<file path="src/rtl/ram_reader_pkg.sv">
`default_nettype none
// ============================================================================
// Module      : ram_reader_pkg
// Description : Shared types and constants for the RAM stream reader.
//               - state_e           : reader FSM states
//               - RAM_LATENCY_LOW   : low-latency RAM mode (1 cycle)
//               - RAM_LATENCY_HIGH  : high-performance RAM mode (2 cycles)
//               - fifo_depth()      : response FIFO depth for a RAM latency
// Revision    : 1.0 - initial release
// ============================================================================
package ram_reader_pkg;

    typedef enum logic [1:0] {
        IDLE  = 2'd0,
        ISSUE = 2'd1,
        DRAIN = 2'd2,
        DONE  = 2'd3
    } state_e;

    localparam int RAM_LATENCY_LOW  = 1;
    localparam int RAM_LATENCY_HIGH = 2;

    // Enough room for every in-flight read plus two buffered words, which is
    // what lets the reader keep one word per cycle flowing with no bubbles.
    function automatic int fifo_depth(input int ram_latency);
        return ram_latency + 2;
    endfunction

endpackage
`default_nettype wire

</file>
<file path="src/rtl/ram_reader_fifo.sv">
`default_nettype none
// ============================================================================
// Module      : ram_reader_fifo
// Description : Small first-word-fall-through FIFO with occupancy count.
//               The head entry is visible on o_rdata whenever o_empty is low.
// Ports       : i_clk, i_a_rst_n (async, active-low)
//               i_push / i_wdata   - write side (ignored when full, no pop)
//               i_pop              - consume head (ignored when empty)
//               o_rdata            - head entry
//               o_empty, o_count   - status
// Revision    : 1.0 - initial release
// ============================================================================
module ram_reader_fifo #(
    parameter int WIDTH = 8,
    parameter int DEPTH = 4,
    parameter int CNT_W = $clog2(DEPTH + 1)
) (
    input  logic             i_clk,
    input  logic             i_a_rst_n,
    input  logic             i_push,
    input  logic [WIDTH-1:0] i_wdata,
    input  logic             i_pop,
    output logic [WIDTH-1:0] o_rdata,
    output logic             o_empty,
    output logic [CNT_W-1:0] o_count
);
    localparam int PTR_W = (DEPTH > 1) ? $clog2(DEPTH) : 1;

    logic [WIDTH-1:0] mem_q [DEPTH];
    logic [PTR_W-1:0] wr_ptr_q;
    logic [PTR_W-1:0] rd_ptr_q;
    logic [CNT_W-1:0] count_q;
    logic             do_push;
    logic             do_pop;

    // DEPTH need not be a power of two, so pointers wrap explicitly.
    function automatic logic [PTR_W-1:0] ptr_inc(input logic [PTR_W-1:0] ptr);
        return (ptr == PTR_W'(DEPTH - 1)) ? '0 : ptr + PTR_W'(1);
    endfunction

    assign do_pop  = i_pop && (count_q != '0);
    assign do_push = i_push && ((count_q != CNT_W'(DEPTH)) || do_pop);

    always_ff @(posedge i_clk or negedge i_a_rst_n) begin
        if (!i_a_rst_n) begin
            wr_ptr_q <= '0;
            rd_ptr_q <= '0;
            count_q  <= '0;
        end else begin
            if (do_push) wr_ptr_q <= ptr_inc(wr_ptr_q);
            if (do_pop)  rd_ptr_q <= ptr_inc(rd_ptr_q);
            case ({do_push, do_pop})
                2'b10:   count_q <= count_q + CNT_W'(1);
                2'b01:   count_q <= count_q - CNT_W'(1);
                default: count_q <= count_q;
            endcase
        end
    end

    // Storage needs no reset: entries are only observed once written.
    always_ff @(posedge i_clk) begin
        if (do_push) mem_q[wr_ptr_q] <= i_wdata;
    end

    assign o_rdata = mem_q[rd_ptr_q];
    assign o_empty = (count_q == '0);
    assign o_count = count_q;

endmodule
`default_nettype wire

</file>
<file path="src/rtl/ram_stream_reader.sv">
`default_nettype none
// ============================================================================
// Module      : ram_stream_reader
// Description : Read master for one dual-port RAM port. On i_start it reads
//               i_length consecutive words from i_base_addr (wrapping at the
//               top of the address space) and streams them out in order on a
//               valid/ready interface. Reads are only issued while the
//               response FIFO is guaranteed room for them, so backpressure
//               never loses a word.
// Ports       : i_clk, i_a_rst_n (async, active-low)
//               i_start, i_base_addr, i_length  - run command (IDLE only)
//               o_busy, o_done                  - status / completion pulse
//               o_ram_wr_en, o_ram_addr, i_ram_data - RAM read port
//               o_valid, o_data, i_ready        - output stream
//               o_last                          - final word marker
// Config      : RAM_READER_LAST_EN - when defined, adds o_last.
// Revision    : 1.0 - initial release
// ============================================================================
module ram_stream_reader
    import ram_reader_pkg::*;
#(
    parameter int DATA_WIDTH  = 8,
    parameter int ADDR_WIDTH  = 8,
    parameter int RAM_LATENCY = 2
) (
    input  logic                  i_clk,
    input  logic                  i_a_rst_n,
    input  logic                  i_start,
    input  logic [ADDR_WIDTH-1:0] i_base_addr,
    input  logic [ADDR_WIDTH:0]   i_length,
    output logic                  o_busy,
    output logic                  o_done,
    output logic                  o_ram_wr_en,
    output logic [ADDR_WIDTH-1:0] o_ram_addr,
    input  logic [DATA_WIDTH-1:0] i_ram_data,
    output logic                  o_valid,
    output logic [DATA_WIDTH-1:0] o_data,
    input  logic                  i_ready
`ifdef RAM_READER_LAST_EN
    ,
    output logic                  o_last
`endif
);
    localparam int FIFO_DEPTH = fifo_depth(RAM_LATENCY);
    localparam int CNT_W      = $clog2(FIFO_DEPTH + 1);
`ifdef RAM_READER_LAST_EN
    localparam int FIFO_W     = DATA_WIDTH + 1;
`else
    localparam int FIFO_W     = DATA_WIDTH;
`endif

    if ((RAM_LATENCY != RAM_LATENCY_LOW) && (RAM_LATENCY != RAM_LATENCY_HIGH)) begin : g_bad_latency
        $error("ram_stream_reader: RAM_LATENCY must be 1 or 2");
    end

    state_e                  state_q;
    logic [ADDR_WIDTH-1:0]   addr_q;
    logic [ADDR_WIDTH:0]     remaining_q;
    logic                    busy_q;
    logic                    done_q;
    logic [RAM_LATENCY-1:0]  tags_q;       // one bit per in-flight read

    logic [CNT_W-1:0]        outstanding;
    logic [CNT_W-1:0]        fifo_count;
    logic [CNT_W:0]          occupancy;
    logic                    fifo_empty;
    logic                    issue;
    logic                    is_last_issue;
    logic                    pop;
    logic                    drain_done;
    logic [FIFO_W-1:0]       fifo_wdata;
    logic [FIFO_W-1:0]       fifo_rdata;

    always_comb begin
        outstanding = '0;
        for (int i = 0; i < RAM_LATENCY; i++) begin
            outstanding = outstanding + CNT_W'(tags_q[i]);
        end
    end

    // Every word already in the FIFO or still in flight owns a FIFO slot, so
    // a read may only go out while at least one slot is unclaimed.
    assign occupancy     = {1'b0, fifo_count} + {1'b0, outstanding};
    assign issue         = (state_q == ISSUE) && (occupancy < (CNT_W + 1)'(FIFO_DEPTH));
    assign is_last_issue = (remaining_q == (ADDR_WIDTH + 1)'(1));
    assign pop           = o_valid && i_ready;
    // Final word may still be sitting at the head; leave only once it is taken.
    assign drain_done    = (outstanding == '0) &&
                           ((fifo_count == '0) || ((fifo_count == CNT_W'(1)) && pop));

    always_ff @(posedge i_clk or negedge i_a_rst_n) begin
        if (!i_a_rst_n) begin
            state_q     <= IDLE;
            addr_q      <= '0;
            remaining_q <= '0;
            busy_q      <= 1'b0;
            done_q      <= 1'b0;
        end else begin
            done_q <= 1'b0;
            case (state_q)
                IDLE: begin
                    if (i_start) begin
                        busy_q <= 1'b1;
                        if (i_length != '0) begin
                            addr_q      <= i_base_addr;
                            remaining_q <= i_length;
                            state_q     <= ISSUE;
                        end else begin
                            done_q  <= 1'b1;
                            state_q <= DONE;
                        end
                    end
                end
                ISSUE: begin
                    if (issue) begin
                        addr_q      <= addr_q + ADDR_WIDTH'(1);
                        remaining_q <= remaining_q - (ADDR_WIDTH + 1)'(1);
                        if (is_last_issue) state_q <= DRAIN;
                    end
                end
                DRAIN: begin
                    if (drain_done) begin
                        done_q  <= 1'b1;
                        state_q <= DONE;
                    end
                end
                DONE: begin
                    busy_q  <= 1'b0;
                    state_q <= IDLE;
                end
                default: state_q <= IDLE;
            endcase
        end
    end

    // Tag pipeline mirrors the RAM read latency; the tail bit marks the
    // cycle in which i_ram_data belongs to one of our reads.
    always_ff @(posedge i_clk or negedge i_a_rst_n) begin
        if (!i_a_rst_n) begin
            tags_q <= '0;
        end else begin
            for (int i = RAM_LATENCY - 1; i > 0; i--) begin
                tags_q[i] <= tags_q[i-1];
            end
            tags_q[0] <= issue;
        end
    end

`ifdef RAM_READER_LAST_EN
    logic [RAM_LATENCY-1:0] last_tags_q;

    always_ff @(posedge i_clk or negedge i_a_rst_n) begin
        if (!i_a_rst_n) begin
            last_tags_q <= '0;
        end else begin
            for (int i = RAM_LATENCY - 1; i > 0; i--) begin
                last_tags_q[i] <= last_tags_q[i-1];
            end
            last_tags_q[0] <= issue && is_last_issue;
        end
    end

    assign fifo_wdata = {last_tags_q[RAM_LATENCY-1], i_ram_data};
    assign o_data     = fifo_rdata[DATA_WIDTH-1:0];
    // Gated so a stale marker left in storage by a reset is never visible.
    assign o_last     = o_valid && fifo_rdata[DATA_WIDTH];
`else
    assign fifo_wdata = i_ram_data;
    assign o_data     = fifo_rdata;
`endif

    ram_reader_fifo #(
        .WIDTH (FIFO_W),
        .DEPTH (FIFO_DEPTH),
        .CNT_W (CNT_W)
    ) u_fifo (
        .i_clk     (i_clk),
        .i_a_rst_n (i_a_rst_n),
        .i_push    (tags_q[RAM_LATENCY-1]),
        .i_wdata   (fifo_wdata),
        .i_pop     (pop),
        .o_rdata   (fifo_rdata),
        .o_empty   (fifo_empty),
        .o_count   (fifo_count)
    );

    assign o_valid     = !fifo_empty;
    assign o_busy      = busy_q;
    assign o_done      = done_q;
    assign o_ram_addr  = addr_q;
    assign o_ram_wr_en = 1'b0;

endmodule
`default_nettype wire
</file>
<file path="config.mk">
export PLATFORM = sky130hd
export DESIGN_NAME = ram_stream_reader
export DESIGN_NICKNAME = d
export VERILOG_FILES = /design/src/rtl/ram_reader_pkg.sv /design/src/rtl/ram_reader_fifo.sv /design/src/rtl/ram_stream_reader.sv
export SDC_FILE = /design/constraint.sdc
export NUM_CORES = 1
export LEC_CHECK = 0
export CAP_MARGIN = 20
export CORE_ASPECT_RATIO = 0.8
export CORE_MARGIN = 5
export CORE_UTILIZATION = 54
export DETAILED_ROUTE_END_ITERATION = 6
export HOLD_SLACK_MARGIN = 0.1
export PLACE_DENSITY = 0.91
export SETUP_SLACK_MARGIN = 0.5
export SKIP_LAST_GASP = 1
export SYNTH_ARGS = -nofsm -noshare
export SYNTH_HDL_FRONTEND = slang
export SYNTH_SLANG_ARGS = --single-unit
</file>
<file path="constraint.sdc">
create_clock -name i_clk -period 2.65 [get_ports i_clk]
set_clock_uncertainty 0.15 [all_clocks]
set_input_delay 0.53 -clock i_clk [delete_from_list [all_inputs] [get_ports i_clk]]
set_output_delay 0.53 -clock i_clk [all_outputs]
set_load 0.03 [all_outputs]
</file>
==> results.sh, run 1 <==
export IMPL_status="finished clean"
export IMPL_dpl_hpwl_mm=5.02
export IMPL_hold_path_startpoint="tags_q[0]$_DFF_PN0_"
export IMPL_antennaDiodeCount=0
export IMPL_worstSetupPathType="register to primary output"
export IMPL_cts_buffer_depth=2
export IMPL_start_util_pct=54.8
export IMPL_rows=25
export IMPL_antenna_found_initial=0
export IMPL_setup_tns_ns=0
export IMPL_first_pass_iters=4
export IMPL_route_detailed_drc=0
export IMPL_cp_max_fo=4
export IMPL_clock_root_buffer="clkbuf_8"
export IMPL_r2r_end="o_ram_addr[3]$_DFFE_PN0P_"
export IMPL_grt_usage_pct=21.1
export IMPL_routed_wl_mm=7.77
export IMPL_period_share_pct=85.0
export IMPL_gp_congestion=0.782
export IMPL_yosysMostFrequentCell="edfxtp_1"
export IMPL_clk_pin_slew_ns=0.08
export IMPL_path_cells="buf_4 -> mux4_2 -> buf_6"
export IMPL_postSynthCellCount=255
export IMPL_hold_viol_final=0
export IMPL_grt_max_degree=31
export IMPL_crit_required_ns=1.97
export IMPL_die_x_um=96.1
export IMPL_nNetsFinal=367
export IMPL_synth_top_area_cell="edfxtp_1"
export IMPL_routedWlPerCell_um=19.2
export IMPL_max_stage_delay_ns=0.52
export IMPL_postSynth_asyncResetShare_pct=48.4
export IMPL_yosysUniqueCellTypes=60
export IMPL_p_leak_nw=1.64
export IMPL_start_kind="register"
export IMPL_min_period_ns=2.25
export IMPL_coreArea_um2=5850
export IMPL_die_y_um=78.9
export IMPL_r2r_start="tags_q[0]$_DFF_PN0_"
export IMPL_first_iter_violations=224
export IMPL_clock_sinks=62
export IMPL_hold_worst_slack_ns=0.274
export IMPL_synth_area_leaders="edfxtp_1 30%, dfrtp_1 23%, ha_1 7.8%, mux4_2 5.6%, o21ai_0 2.2%"
export IMPL_yosysWarnings=0
export IMPL_drt_vias_per_instance=5.96
export IMPL_finalMaxSlewViolations=0
export IMPL_yosysTopAreaCellShare_pct=30.0
export IMPL_worstHoldPathCells=0
export IMPL_netlist_top_cells_count="32 x edfxtp_1, 30 x dfrtp_1, 20 x ha_1, 16 x nand2_1"
export IMPL_fmax_mhz=444
export IMPL_hold_path_class="register to register"
export IMPL_place_ws_ns=0.0591
export IMPL_r2r_setup_slack_ns=0.42
export IMPL_power_density_nw_per_um2=1280
export IMPL_ant_nets=0
export IMPL_synth_edff_count=32
export IMPL_dieArea_um2=7580
export IMPL_syn_area_um2=3200
export IMPL_port_buffers=47
export IMPL_endpoint_kind="primary output"
export IMPL_cp_arrival_ns=1.57
export IMPL_r2r_cells=6
export IMPL_drive_gt1_share_pct=26.3
export IMPL_synth_seq_cells=62
export IMPL_seq_area_frac_synth_pct=53.4
export IMPL_synth_main_ff_cell="edfxtp_1"
export IMPL_dr_total_vias=2407
export IMPL_hold_end="tags_q[1]$_DFF_PN0_"
export IMPL_cts_buffers=9
export IMPL_rsz0062_at_grt="yes"
export IMPL_syn_avg_cell_area_um2=12.6
export IMPL_ir_worst_vdd_mv=0.770
export IMPL_grt_ovfl_total=0
export IMPL_finalSetupViolCount=0
export IMPL_cts_tree="done"
export IMPL_clk_latency_ns=0.35
export IMPL_grt_pass1_vias=2461
export IMPL_synth_fp_nets=304
export IMPL_cap_violations=0
export IMPL_fin_ws_ns=0.398
export IMPL_ios=49
export IMPL_worst_path_max_delay_cell="mux4_2"
export IMPL_grt_pass1_wl_mm=12.2
export IMPL_areaGrowthSynthToFinish_pct=33.7
export IMPL_htree_levels=3
## area by class of cell
class | instances | area [µm²]
multi-input combinational | 170 | 1590
fill | 374 | 1570
clock inverter | 7 | 103
inverter | 14 | 52.6
tap | 81 | 101
clock buffer | 9 | 124
timing repair buffer | 61 | 597
sequential | 62 | 1720
## flip-flops by register name, indices dropped and copies added, names as in the netlist
| signal | cells |
|---|---|
| o_done | 1 |
| u_fifo.rd_ptr_q | 2 |
| remaining_q | 9 |
| state_q | 2 |
| tags_q | 2 |
| u_fifo.mem_q | 32 |
| o_ram_addr | 8 |
| u_fifo.wr_ptr_q | 2 |
| u_fifo.o_count | 3 |
| o_busy | 1 |
## cells in the final DEF (no fill, tap or decap), drive strengths merged, types with 6 or more instances in the layout
cell type	instances
clkdlybuf4s50	30
a31oi	7
nor2	11
nand2	17
o21ai	14
mux4	8
buf	23
nor3	8
ha	20
a21oi	11
dfrtp	30
edfxtp	32
nand2b	6
clkbuf	9
inv	18
## metal layers
layer / GRT usage [%] / share of wire, %
met3: 5.11 / 5.3
met4: 7.24 / 1.3
met1: 28.1 / 43
met2: 33.8 / 50
met5: 0 / 0
## metrics by stage
stage                     cells  power, mW  cell area [µm²]  util [%]
final                       404       5.49             4280      73.2
after global routing        404       5.83             4280      73.2
after CTS                   402       5.17             4120      70.5
after detailed placement    377       3.96             3770      64.5
after global placement      377       3.83             3770      64.5
after floorplan             255       3.23             3220         -
## how the worst max path moves through the flow
| stage | end | from | cells past startpoint | slack, ns |
|---|---|---|---|---|
| after floorplan | o_ram_addr[3]$_DFFE_PN0P_ | tags_q[0]$_DFF_PN0_ | 6 | 0.54 |
| after global placement | o_data[3] | u_fifo.rd_ptr_q[0]$_DFFE_PN0P_ | 2 | 0.16 |
| after detailed placement | o_data[1] | u_fifo.rd_ptr_q[0]$_DFFE_PN0P_ | 2 | 0.06 |
| after CTS | o_data[6] | u_fifo.rd_ptr_q[0]$_DFFE_PN0P_ | 3 | 0.41 |
| after global routing | o_data[1] | u_fifo.rd_ptr_q[0]$_DFFE_PN0P_ | 3 | 0.35 |
| final | o_data[3] | u_fifo.rd_ptr_q[0]$_DFFE_PN0P_ | 3 | 0.40 |
## cell families after synthesis
| group | after synthesis | share of synthesized area (%) |
|---|---|---|
| simple gates | 67 | 12.1 |
| xor+xnor | 3 | 0.820 |
| compound gates | 65 | 15.3 |
| mux | 13 | 7.23 |
| fa+ha+maj | 20 | 7.81 |
| other cells | 1 | 0.117 |
| buf+inv | 24 | 3.16 |
| flops | 62 | 53.4 |
## critical path: cells and delay by family (launching register included)
kind     cells  cell delay, ns
flops        1            0.41
buf+inv      2            0.30
mux          1            0.52
## power breakdown
group	internal [mW]	leakage, nW	total, mW	switching [mW]
Combinational	1.27	0.891	2.88	1.61
Sequential	1.33	0.642	1.64	0.319
Clock	0.543	0.111	0.960	0.418
## repair_timing
item	in CTS	in global routing
endpoints found under the setup margin	30	28
pin swaps	4	8
buffers inserted	8	2
resized for setup	81	28
gates cloned	1	0
hold buffers	0	0
No activity file was read; power rests on OpenSTA's default activity.
==> run 2, diff against run 1 <==
Clock period 2.65 ns to 2.3 ns, I/O delays scaled along.
==> run 2 against run 1 <==
- final cell count grew 6.4%
- highest routed layer unchanged
- sequential power grew 15%
- largest power group unchanged
- combinational power grew 28%
- largest cell class unchanged
- clock power grew 11%
- first-iteration DRC count grew 56%
- critical path depth is the same
==> results.sh, run 2 (same netlist as run 1, synthesis figures left out) <==
export IMPL_worst_path_max_delay_cell="mux4_2"
export IMPL_fmax_mhz=459
export IMPL_nNetsFinal=392
export IMPL_hold_path_class="register to register"
export IMPL_hold_viol_final=0
export IMPL_grt_max_degree=31
export IMPL_period_share_pct=94.7
export IMPL_p_leak_nw=1.78
export IMPL_route_detailed_drc=0
export IMPL_finalMaxSlewViolations=0
export IMPL_drt_vias_per_instance=6.15
export IMPL_layout_commonest_cell="edfxtp_1"
export IMPL_r2r_start="tags_q[0]$_DFF_PN0_"
export IMPL_grt_pass1_wl_mm=13.7
export IMPL_grt_usage_pct=24.6
export IMPL_clk_latency_ns=0.35
export IMPL_areaGrowthSynthToFinish_pct=40.7
export IMPL_die_x_um=96.1
export IMPL_cp_max_fo=5
export IMPL_worstSetupPathType="register to primary output"
export IMPL_largest_register_ff_count=32
export IMPL_hold_path_startpoint="tags_q[0]$_DFF_PN0_"
export IMPL_ir_worst_vdd_mv=0.740
export IMPL_endpoint_kind="primary output"
export IMPL_hold_worst_slack_ns=0.279
export IMPL_dpl_hpwl_mm=5.64
export IMPL_dp_cells=401
export IMPL_crit_required_ns=1.69
export IMPL_coreArea_um2=5850
export IMPL_power_density_nw_per_um2=1470
export IMPL_start_util_pct=54.8
export IMPL_routed_wl_mm=9.18
export IMPL_clk_pin_slew_ns=0.06
export IMPL_htree_levels=3
export IMPL_dieArea_um2=7580
export IMPL_rsz0062_at_grt="yes"
export IMPL_n_fill_cell=344
export IMPL_die_y_um=78.9
export IMPL_min_period_ns=2.18
export IMPL_ant_nets=0
export IMPL_instances_no_fill=430
export IMPL_clock_sinks=62
export IMPL_ios=49
export IMPL_layout_common_cells="32 x edfxtp_1, 30 x buf_4, 28 x dfrtp_1"
export IMPL_grt_pass1_vias=2661
export IMPL_start_kind="register"
export IMPL_gp_congestion=1.00
export IMPL_finalSetupViolCount=0
export IMPL_cp_arrival_ns=1.57
export IMPL_cts_hold_buf=0
export IMPL_rows=25
export IMPL_cts_tree="done"
export IMPL_crit_start="u_fifo.rd_ptr_q[0]$_DFFE_PN0P_"
export IMPL_cap_violations=0
export IMPL_cts_buffer_depth=2
export IMPL_status="finished clean"
export IMPL_max_stage_delay_ns=0.52
export IMPL_drive_gt1_share_pct=37.1
export IMPL_clock_root_buffer="clkbuf_8"
export IMPL_first_iter_violations=350
export IMPL_port_buffers=47
export IMPL_first_pass_iters=5
export IMPL_routedWlPerCell_um=21.4
export IMPL_cts_buffers=9
export IMPL_path_common_cell="buf_6"
export IMPL_dr_total_vias=2643
export IMPL_grt_ovfl_total=0
export IMPL_path_cells="buf_6 -> mux4_2 -> buf_6"
export IMPL_antenna_found_initial=0
export IMPL_top_register="u_fifo.mem_q"
==> run 2: cell count changes in the layout (fill, tap and decap cells not counted), moves of 3 or more <==
cell and delta:
buf_4 +20, inv_1 -3, buf_6 +5, clkdlybuf4s15_2 +4, o21ai_0 -3, clkdlybuf4s50_1 -6, inv_6 -3, o21ai_2 +3
clkbuf_2 +3
==> run 2: path summary, 6_finish.rpt <==
kind | to | slack, ns | cells after the start
worst max-delay path | o_data[0] | 0.12 | 3
worst min-delay path | tags_q[1]$_DFF_PN0_ | 0.28 | 0
worst max register to register | o_ram_addr[5]$_DFFE_PN0P_ | 0.19 | 6
worst min register to register | tags_q[1]$_DFF_PN0_ | 0.28 | 0
max in group asynchronous | u_fifo.o_count[1]$_DFFE_PN0P_ | 1.33 | 2
min in group asynchronous | o_ram_addr[1]$_DFFE_PN0P_ | 0.34 | 2
==> run 2: area by class of cell <==
type / instances / area, µm² / share of cell area (%)
Multi-Input combinational cell: 170 / 1610 / 35.7
Clock buffer: 9 / 124 / 2.75
Timing Repair Buffer: 86 / 802 / 17.8
Sequential cell: 62 / 1710 / 38.0
Clock inverter: 7 / 97.6 / 2.16
Tap cell: 81 / 101 / 2.25
Antenna cell: 1 / 2.50 / 0.0555
Inverter: 14 / 55.1 / 1.22
==> run 2: what timing repair did <==
| action | 4_1_cts | 5_1_grt |
|---|---|---|
| buffers inserted | 6 | 5 |
| hold endpoints to repair | 0 | 0 |
| cloned | 1 | 0 |
| setup endpoints to repair | 73 | 41 |
| pin swaps | 17 | 6 |
| resized for setup | 125 | 20 |
==> run 2: routing by layer <==
metal / global-route usage, % / vias up / routed length (µm)
met4: 12.5 / 0 / 465
li1: - / 1157 / -
met3: 5.30 / 41 / 639
met2: 39.5 / 151 / 4500
met1: 31.1 / 1294 / 3570
met5: 0 / - / 0
==> run 2: critical path: cells and delay by family (launching register included) <==
kind                   cells  cell delay, ns
multiplexers               1            0.52
buffers and inverters      2            0.31
flip-flops                 1            0.39
==> run 2: stage by stage <==
stage / setup slack [ns] / util [%] / area [µm²] / power (mW) / setup TNS (ns)
3_3_place_gp: 0.00152 / 68.0 / 3980 / 4.69 / 0
4_1_cts: 0.128 / 75.1 / 4390 / 6.31 / 0
5_1_grt: 0.0779 / 77.0 / 4510 / 7.00 / 0
3_5_place_dp: -0.0949 / 68.0 / 3980 / 4.84 / -0.541
6_report: 0.123 / 77.1 / 4510 / 6.64 / 0
2_1_floorplan: 0.187 / - / 3250 / 3.79 / 0
==> run 2: where the power goes <==
part           total, mW  switching, mW  internal [mW]
logic               3.68           2.01           1.67
clock network       1.07          0.461          0.613
registers           1.89          0.360           1.53
total               6.64           2.83           3.81
==> run 3, diff against run 2 <==
Clock period 2.3 ns to 2.5 ns, I/O delays scaled along.
==> run 3 against run 2 <==
- global-route usage shrank 2.3 points
- hold slack gained 0.10 ns
- worst setup slack gained 0.14 ns
- power shrank 12%
- first-iteration DRC count shrank 20%
- combinational power shrank 11%
- via count shrank 4.2%
- critical endpoint is now remaining_q[2]$_DFFE_PN0P_
- highest routed layer unchanged
==> results.sh, run 3 (same netlist as run 1, synthesis figures left out) <==
export IMPL_die_y_um=78.9
export IMPL_cp_arrival_ns=2.34
export IMPL_start_util_pct=54.8
export IMPL_clk_pin_slew_ns=0.07
export IMPL_cts_buffer_depth=2
export IMPL_antenna_found_initial=0
export IMPL_path_cells="ha_2 -> ha_4 -> a311o_4 -> a21oi_4 -> buf_6 -> buf_8 -> a31oi_4 -> a21oi_1"
export IMPL_finalMaxSlewViolations=0
export IMPL_gp_congestion=0.865
export IMPL_period_share_pct=89.5
export IMPL_dieArea_um2=7580
export IMPL_clock_sinks=62
export IMPL_grt_max_degree=35
export IMPL_status="finished clean"
export IMPL_nNetsFinal=378
export IMPL_fmax_mhz=447
export IMPL_layout_common_cells="32 x edfxtp_1, 27 x clkdlybuf4s50_1, 27 x dfrtp_1"
export IMPL_ios=49
export IMPL_drt_vias_per_instance=6.10
export IMPL_dr_total_vias=2531
export IMPL_areaGrowthSynthToFinish_pct=35.3
export IMPL_hold_path_class="register to register"
export IMPL_coreArea_um2=5850
export IMPL_p_leak_nw=1.68
export IMPL_route_detailed_drc=0
export IMPL_cp_max_fo=6
export IMPL_seqCellArea_um2=1720
export IMPL_hold_viol_final=0
export IMPL_crit_required_ns=2.60
export IMPL_grt_ovfl_total=0
export IMPL_clk_latency_ns=0.34
export IMPL_cap_violations=0
export IMPL_multiInputGateArea_um2=1590
export IMPL_htree_levels=3
export IMPL_routed_wl_mm=8.18
export IMPL_grt_pass1_wl_mm=12.8
export IMPL_hold_worst_slack_ns=0.381
export IMPL_rsz0062_at_grt="yes"
export IMPL_worst_path_max_delay_cell="a311o_4"
export IMPL_first_pass_iters=7
export IMPL_ant_nets=0
export IMPL_max_stage_delay_ns=0.44
export IMPL_clock_root_buffer="clkbuf_8"
export IMPL_routedWlPerCell_um=19.7
export IMPL_power_density_nw_per_um2=1360
export IMPL_antennaDiodeCount=0
export IMPL_dpl_hpwl_mm=5.00
export IMPL_rows=25
export IMPL_die_x_um=96.1
export IMPL_finalSetupViolCount=0
export IMPL_top_register="u_fifo.mem_q"
export IMPL_cts_buffers=9
export IMPL_n_fill_cell=347
export IMPL_cts_tree="done"
export IMPL_grt_pass1_vias=2571
export IMPL_setup_tns_ns=0
export IMPL_layout_commonest_cell="edfxtp_1"
export IMPL_grt_usage_pct=22.3
export IMPL_ir_worst_vdd_mv=0.624
export IMPL_first_iter_violations=280
export IMPL_min_period_ns=2.24
export IMPL_start_kind="register"
export IMPL_drive_gt1_share_pct=29.9
export IMPL_port_buffers=47
export IMPL_endpoint_kind="register"
export IMPL_largest_register_ff_count=32
export IMPL_worstSetupPathType="register to register"
[run 3: repair_timing]
item                                    in CTS  in global routing
resized for setup                           95                 28
pin swaps                                   16                 13
cloned                                       1                  0
setup buffers                               14                  1
endpoints found under the setup margin      71                 30
hold buffers                                 0                  0
[run 3: path summary, 6_finish.rpt]
kind                       slack [ns]                start                       endpoint  depth (start not counted)
hold reg to reg                  0.38   o_busy$_DFFE_PN0P_             o_busy$_DFFE_PN0P_                          2
hold / removal                   0.38   o_busy$_DFFE_PN0P_             o_busy$_DFFE_PN0P_                          2
setup reg to reg                 0.26  tags_q[0]$_DFF_PN0_     remaining_q[2]$_DFFE_PN0P_                          8
max in group asynchronous        1.47            i_a_rst_n  u_fifo.o_count[1]$_DFFE_PN0P_                          2
setup / recovery                 0.26  tags_q[0]$_DFF_PN0_     remaining_q[2]$_DFFE_PN0P_                          8
min in group asynchronous        0.40            i_a_rst_n      o_ram_addr[2]$_DFFE_PN0P_                          2
[run 3: power by group]
group | total, mW | internal (mW) | switching (mW)
combinational | 3.28 | 1.49 | 1.80
clock | 0.847 | 0.451 | 0.396
sequential | 1.74 | 1.41 | 0.337
total | 5.87 | 3.34 | 2.53
[run 3: metal layers]
metal | track usage, % | share of wire [%] | vias up | wire, µm
li1 | - | - | 1127 | -
met1 | 27.9 | 41 | 1245 | 3340
met2 | 35.8 | 49 | 126 | 3990
met3 | 7.20 | 7.1 | 33 | 581
met4 | 8.81 | 3.4 | 0 | 279
met5 | 0 | 0 | - | 0
[run 3: area by class of cell]
| type | instances | area share (%) |
|---|---|---|
| multi-input combinational | 170 | 36.7 |
| clock buffer | 9 | 2.86 |
| clock inverter | 7 | 1.50 |
| inverter | 14 | 1.27 |
| tap | 81 | 2.34 |
| timing repair buffer | 72 | 15.8 |
| sequential | 62 | 39.6 |
[run 3: through the flow]
step                      utilization, %  cells  area, µm²  worst slack [ns]  power, mW
after floorplan                        -    255       3230             0.386       3.44
after global placement              65.4    383       3820            0.0812       4.13
after detailed placement            65.4    383       3820           0.00893       4.24
after CTS                           71.6    414       4190             0.322       5.45
after global routing                74.1    415       4330             0.212       6.20
final                               74.1    415       4330             0.263       5.87
[run 3: critical path, delay by kind of cell, from the launching register on]
family / cells / cell delay (ns)
buf+inv: 2 / 0.26
compound gates: 4 / 0.91
fa+ha+maj: 2 / 0.42
flops: 1 / 0.41
